File: config.mk
export PLATFORM = sky130hd
export DESIGN_NAME = sub_serial
export DESIGN_NICKNAME = d
export VERILOG_FILES = /design/src/rtl/sub_serial.sv
export SDC_FILE = /design/constraint.sdc
export NUM_CORES = 1
export LEC_CHECK = 0
export ABC_AREA = 1
export BUFFER_PORTS_ARGS = -buffer_cell sky130_fd_sc_hd__clkbuf_2
export CAP_MARGIN = 25
export CORE_MARGIN = 2
export CORE_UTILIZATION = 39
export DETAILED_ROUTE_END_ITERATION = 16
export GPL_TIMING_DRIVEN = 0
export PLACE_DENSITY = 0.63
export SLEW_MARGIN = 20
export SYNTH_ARGS = -nofsm -noshare
export SYNTH_HDL_FRONTEND = slang
export SYNTH_SLANG_ARGS = --single-unit
File: constraint.sdc
create_clock -name clk -period 1.95 [get_ports clk]
set_clock_uncertainty 0.1 [all_clocks]
set_input_delay 0.39 -clock clk [delete_from_list [all_inputs] [get_ports clk]]
set_output_delay 0.39 -clock clk [all_outputs]
set_load 0.02 [all_outputs]
File: src/rtl/sub_serial.sv
// Bit-serial subtractor: diff = A - B - bin (mod 2^WIDTH), one bit per clock, LSB first.
// A start/busy/done engine with all outputs registered.
// Optional feature: define SUB_SERIAL_OVF_EN to add the signed-overflow output ovf.
module sub_serial #(
  parameter int unsigned WIDTH = 4
) (
  input  logic             clk,
  input  logic             rst,
  input  logic             start,
  input  logic [WIDTH-1:0] A,
  input  logic [WIDTH-1:0] B,
  input  logic             bin,
  output logic             busy,
  output logic             done,
  output logic [WIDTH-1:0] diff,
  output logic             bout
`ifdef SUB_SERIAL_OVF_EN
  ,
  output logic             ovf
`endif
);

  localparam int unsigned CW = (WIDTH > 1) ? $clog2(WIDTH) : 1;

  typedef enum logic [1:0] {StIdle, StRun, StDone} state_e;

  state_e           state_q;
  logic [CW-1:0]    cnt_q;
  logic [WIDTH-1:0] a_q;
  logic [WIDTH-1:0] b_q;
  logic             br_q;
  logic [WIDTH-1:0] diff_q;
  logic             bout_q;
  logic             busy_q;
  logic             done_q;
`ifdef SUB_SERIAL_OVF_EN
  logic             ovf_q;
`endif

  logic a_bit;
  logic b_bit;
  logic d_bit;
  logic br_d;
  logic last_bit;

  // One-bit full subtractor on the bit selected by the counter.
  always_comb begin
    a_bit    = a_q[cnt_q];
    b_bit    = b_q[cnt_q];
    d_bit    = a_bit ^ b_bit ^ br_q;
    br_d     = (~a_bit & b_bit) | (~(a_bit ^ b_bit) & br_q);
    last_bit = (cnt_q == CW'(WIDTH - 1));
  end

  // Control FSM and datapath registers; DONE accepts a new start like IDLE.
  always_ff @(posedge clk) begin
    if (rst) begin
      state_q <= StIdle;
      cnt_q   <= '0;
      a_q     <= '0;
      b_q     <= '0;
      br_q    <= 1'b0;
      diff_q  <= '0;
      bout_q  <= 1'b0;
      busy_q  <= 1'b0;
      done_q  <= 1'b0;
`ifdef SUB_SERIAL_OVF_EN
      ovf_q   <= 1'b0;
`endif
    end else begin
      case (state_q)
        StIdle, StDone: begin
          done_q <= 1'b0;
          if (start) begin
            a_q     <= A;
            b_q     <= B;
            br_q    <= bin;
            cnt_q   <= '0;
            diff_q  <= '0;
            bout_q  <= 1'b0;
`ifdef SUB_SERIAL_OVF_EN
            ovf_q   <= 1'b0;
`endif
            busy_q  <= 1'b1;
            state_q <= StRun;
          end else begin
            state_q <= StIdle;
          end
        end
        StRun: begin
          diff_q[cnt_q] <= d_bit;
          br_q          <= br_d;
          cnt_q         <= cnt_q + 1'b1;
          if (last_bit) begin
            bout_q  <= br_d;
`ifdef SUB_SERIAL_OVF_EN
            // d_bit is the MSB of the difference on the final step.
            ovf_q   <= (a_q[WIDTH-1] != b_q[WIDTH-1]) && (d_bit != a_q[WIDTH-1]);
`endif
            busy_q  <= 1'b0;
            done_q  <= 1'b1;
            state_q <= StDone;
          end
        end
        default: begin
          state_q <= StIdle;
          busy_q  <= 1'b0;
          done_q  <= 1'b0;
        end
      endcase
    end
  end

  assign busy = busy_q;
  assign done = done_q;
  assign diff = diff_q;
  assign bout = bout_q;
`ifdef SUB_SERIAL_OVF_EN
  assign ovf  = ovf_q;
`endif

endmodule

# Yosys cells after proc, flatten, opt, wreduce, memory -nomap -nowiden
# Index checks and enable logic that the tools add are counted.
[totals]
reg_bits = 20
latch_bits = 0
mem_bits_rw = 0
romBits = 0
input_bits = 12
output_inout_bits = 7
wordCells = 56
mem_count = 0
[op_classes]
add_sub_neg = 1
mul = 0
div_mod_pow = 0
magnitude_cmp = 2
eq_ne = 5
shift = 0
muxes = 22
bitwise = 8
n_reduce_logical = 9
[ops]
columns = ["operator", "n"]
rows = [
  ["$mux W1", 9],
  ["$pmux W2 S2", 2],
  ["$pmux W4 S2", 1],
  ["$pmux W1 S2", 3],
  ["$reduce_and A2 Y1", 3],
  ["$bmux W1 S2", 2],
  ["$bwmux W4", 1],
  ["$eq A2 B2 Y1 const B", 2],
  ["$mux W2", 2],
  ["$mux W4", 1],
  ["$ne A2 B2 Y1 const B", 2],
  ["$reduce_or A2 Y1", 2],
  ["$lt A2 B3 Y1 const B", 1],
  ["$not A1 Y1", 3],
  ["$reduce_and A3 Y1", 1],
  ["$add A2 B1 Y2 const B", 1],
  ["$and A1 B1 Y1", 2],
  ["$demux W1 S2", 1],
  ["$eq A2 B1 Y1 const B", 1],
  ["$ge A2 B1 Y1 const B", 1],
  ["$logic_not A2 Y1", 1],
  ["$reduce_bool A2 Y1", 1],
  ["$xor A1 B1 Y1", 2],
  ["$logic_and A1 B1 Y1", 1],
  ["$or A1 B1 Y1", 1],
]

# Depth between registers and ports, before layout
[logic_depth]
ltp_word = 8
ltp_mapped = 10
ltp_nobuf = 10

# Worst setup path before layout
# No wires, ideal clock.
[synth_path]
path_type = "flip-flop to flip-flop"
from = "register cnt_q[0]"
to = "register diff_q[0], in the netlist diff[0]"
setup_ps = 111
arrival_time_ps = 1502
required_ps = 1739
setup_slack_ps = 237
path_stages_with_launch = 9
n_path_buf = 0
synth_period_minus_slack_ps = 1713
cell_sequence = "dfxtp_1 -> inv_1 -> o21ai_0 -> o22ai_1 -> fa_1 -> inv_1 -> nand3_1 -> nand2_1 -> nor2_1"
[synth_via]
elab_chain_len = 6
word_cells_on_any_way = 13
classes_between = "order compare (2); mux (8); bitwise (2); reduce/logical (1)"
[synth_lines]
columns = ["element", "line_no", "rtl"]
rows = [
  ["from (decl)", "28", "logic [CW-1:0] cnt_q;"],
  ["from (signal assigned)", "93", "cnt_q <= cnt_q + 1'b1;"],
  ["$lt A2 B3 Y1 (implied by the code), or another cell as far along", "91", "diff_q[cnt_q] <= d_bit;"],
  ["$logic_and A1 B1 Y1 (implied by the code), or another cell as far along", "91", ""],
  ["$mux W1 (implied by the code) or $xor A1 B1 Y1 (tied branches)", "91, 50", ""],
  ["$demux W1 S2 or $xor A1 B1 Y1 (tied branches)", "91, 50", ""],
  ["$bwmux W4 (*)", "91", ""],
  ["$pmux W4 S2 (*)", "71", "case (state_q)"],
  ["to (signal, indexed assignment)", "91", ""],
  ["to (decl)", "32", "logic [WIDTH-1:0] diff_q;"],
]
# Every way passes the cells marked *; elsewhere a longest branch is shown, timed or not. The select of a mux whose other input is x is not followed.
# A chain may end at the register's enable or synchronous reset.

# Worst setup path in the final report
# Same ends and word-level chain as after synthesis.

==> Implementation_results.wiki <==
{| class="wikitable"
! Metric !! Value
|-
| Outcome || completed
|-
| Worst hold-check slack || 0.1798 ns
|-
| Clock buffer count from CTS || 3
|-
| Slew at the pin closest to its max-slew limit || 0.2489 ns
|-
| Part of the power in registers || 0.571
|-
| Post-Synthesis Cells || 123
|-
| Setup TNS || 0 ns
|-
| Net switching power of the design || 0.0002293 W
|-
| Area added between synthesis and finish || 15.83%
|-
| Wire length of the first global-routing pass || 3.132 mm
|-
| Largest net degree at the start of global routing || 11
|-
| CTS H-Tree Depth || 1
|-
| Top cell type's share of synthesized area || 0.4366
|-
| CTS Hold Bufs || 0
|-
| Proportion of synthesized flip-flops having asynchronous set or reset || 0
|-
| Fraction of power spent switching nets || 0.2892
|-
| TritonRoute pass-1 iters || 4
|-
| Min-Delay Path Class || primary input to flip-flop
|-
| Later-pin clock latency in the skew report || 0.30 ns
|-
| Synthesis-stage register bit count || 20
|-
| HPWL reported at the end of detailed placement || around 1.3 mm
|-
| Number of global-route vias before repair || 690
|-
| Syn Area/Cell || between 7 and 8 um2
|-
| Largest voltage drop on the vdd net || 367.1 uV
|-
| Final setup violation count || 0
|-
| Element type at the critical path start || flip-flop
|-
| Count of vias placed by the detailed router || ~800
|-
| Site Rows || 17
|-
| Clock Tree Buf Depth || 2
|-
| Final clock period utilization by the worst path || 0.9128
|-
| Crit path max fanout || 9
|-
| Pwr/cell area || 746.5 nW/um2
|-
| Max-cap check violation count || 0
|-
| Effective utilization at floorplan || 0.4146
|-
| Critical Path RT || about 2.1 ns
|-
| Post-CTS clock slew at the launch and capture registers of the worst setup and hold paths || 0.11 ns
|-
| Most frequently used flop master after synthesis || dfxtp_1
|-
| Routability congestion estimate from global placement || around 0.8
|-
| TritonCTS clock tree || yes
|-
| Number of antenna violations at the first check in global routing || 0
|-
| Count of different cell masters after synthesis || 20
|-
| Source of the critical timing path || cnt_q[0]$_SDFFE_PP0P_
|-
| Summed instance area of the synthesized netlist || 917.1 um2
|-
| Die Outline Area || 2756 um2
|-
| Commonest cells in the synthesized netlist || nor2_1 (26), nand2_1 (22), dfxtp_1 (20)
|-
| Combinational group share of total power || 0.190
|-
| Pins Over Slew Limit || 0
|-
| Top post-synthesis cells by area || dfxtp_1 (44%), nor2_1 (11%), nand2_1 (9.0%)
|-
| Final net count || 162
|-
| Library cell with the largest summed area after synthesis || dfxtp_1
|-
| Core Area || between 2000 and 2500 um2
|-
| Tot GR Track Use || 0.1547
|-
| Wire length reported by the detailed router || between 1.5 and 2 mm
|-
| Post-route DRC || 0
|-
| Port bufs || 17
|-
| I/O pin cnt || 19
|-
| Fraction of final layout cells sized beyond drive strength 1 || 0.2098
|-
| RSZ-0062 raised after global routing || false
|-
| Overall power consumption || 0.0007930 W
|-
| Crit path kind || flip-flop to flip-flop
|-
| CTS Root Cell || clkbuf_4
|-
| Diode insertion count for antenna repair || 0
|-
| Via density || between 4 and 5
|-
| Count of final hold-check violations || 0
|-
| Net count after synthesis || 140
|-
| Detail Route Antenna Nets || 0
|-
| Number of clock sinks || 20
|-
| Final global-route overflow total || 0
|-
| Yosys warning total || 0
|-
| Highest clock frequency the design can meet || between 500 and 600 MHz
|-
| Post-layout util || 0.4802
|-
| Cells after DPL || about 170
|-
| Startpoint of the most critical register-to-register path || cnt_q[0]$_SDFFE_PP0P_
|-
| Data arrival at the endpoint of the critical path || 1.89 ns
|-
| Final critical-path required period || 1.780 ns
|-
| Headroom to the max-slew limit || 0.8330
|-
| Die W || 52.50 um
|-
| Non-filler instance count after layout || roughly 170
|-
| Die extent in y || 52.50 um
|-
| Critical Path Sink Type || flip-flop
|-
| Leakage || just under 0.5 nW
|-
| DRT iter0 DRCs || 12
|-
| Count of flip-flops with a built-in enable after synthesis || 0
|-
| Worst Min Path Start || rst
|-
| Clock power frac || 0.239
|-
| Routed len/inst || between 10 and 15 um
|-
| Register area share after synthesis || 0.4366
|-
| Most numerous cell in the Yosys netlist || nor2_1
|-
| Internal power consumption || approximately 0.00056 W
|}
-- power groups by stage --
stage	Sequential, W	Combinational (W)	Clock [W]
floorplan	0.000463	0.000106	0
global placement	0.000460	0.000149	0
detailed placement	0.000461	0.000152	0
CTS	0.000452	0.000152	0.000198
global route	0.000457	0.000176	0.000221
finish	0.000453	0.000151	0.000190
-- cells by family after synthesis --
| family | synth area share |
|---|---|
| and+or+nand+nor | 0.3042 |
| DFF | 0.4366 |
| AOI/OAI and AO/OA | 0.09959 |
| buffers and inverters | 0.08321 |
| adders and majority gates | 0.07640 |
-- worst max-delay path: stages (launching register included) --
cell	delay [ns]
dfxtp_2	0.43
inv_2	0.09
o21ai_0	0.16
o22ai_1	0.13
fa_1	0.46
inv_1	0.13
nand3_1	0.08
nand2_1	0.07
nor2_1	0.04
-- worst paths after layout --
check,to,slack (ns),cells past startpoint
worst min register to register,a_q[2]$_SDFFE_PP0P_,0.39,2
worst min-delay path,diff[1]$_SDFFE_PP0P_,0.18,2
worst max-delay path,diff[0]$_SDFFE_PP0P_,0.17,8
worst max register to register,diff[0]$_SDFFE_PP0P_,0.17,8
-- state kept, by name, summed over array words and instances (netlist names) --
register	flops
busy	1
b_q	4
cnt_q	2
done	1
br_q	1
bout	1
state_q	2
a_q	4
diff	4
-- placed cells by master (no fill, tap or decap), types with 2 or more instances in the layout --
cell type   n
o21ai_0    12
dfxtp_1    18
clkbuf_2   17
buf_6       2
ha_1        4
inv_2       2
nand3_1    12
nor2_1     26
inv_1       8
nor3_1      2
a21oi_1     4
clkbuf_4    3
dfxtp_2     2
nand2_1    22
-- timing repair --
action                                  in CTS  in global routing
endpoints found under the setup margin       0                  6
gates resized for setup                      0                  3
setup buffers                                0                  0
-- final cells by class --
| cell class | count | area [um2] |
|---|---|---|
| timing repair buffer | 17 | 85.08 |
| sequential | 20 | 402.9 |
| clock buffer | 3 | 22.52 |
| multi-input combinational | 88 | 440.4 |
| tap | 28 | 35.03 |
| buffer | 4 | 35.03 |
| fill | 242 | 1150 |
| inverter | 11 | 41.29 |
-- metrics by stage --
step | worst slack [ns] | cell area (um2)
after global placement | 0.04839 | 1037
after CTS | 0.03419 | 1060
after global routing | 0.04155 | 1062
final | 0.1700 | 1062
after detailed placement | 0.05429 | 1037
after floorplan | 0.2366 | 917.1
-- per-layer routing --
| layer | vias up | track usage | part of all wire |
|---|---|---|---|
| li1 | 434 | - | - |
| met1 | 341 | 0.2095 | 0.51 |
| met2 | 19 | 0.2354 | 0.44 |
| met3 | 2 | 0.05143 | 0.047 |
| met4 | 0 | 0.03846 | 0.0050 |
| met5 | - | 0 | 0 |
Note: power is estimated with default switching activity, not from simulation.
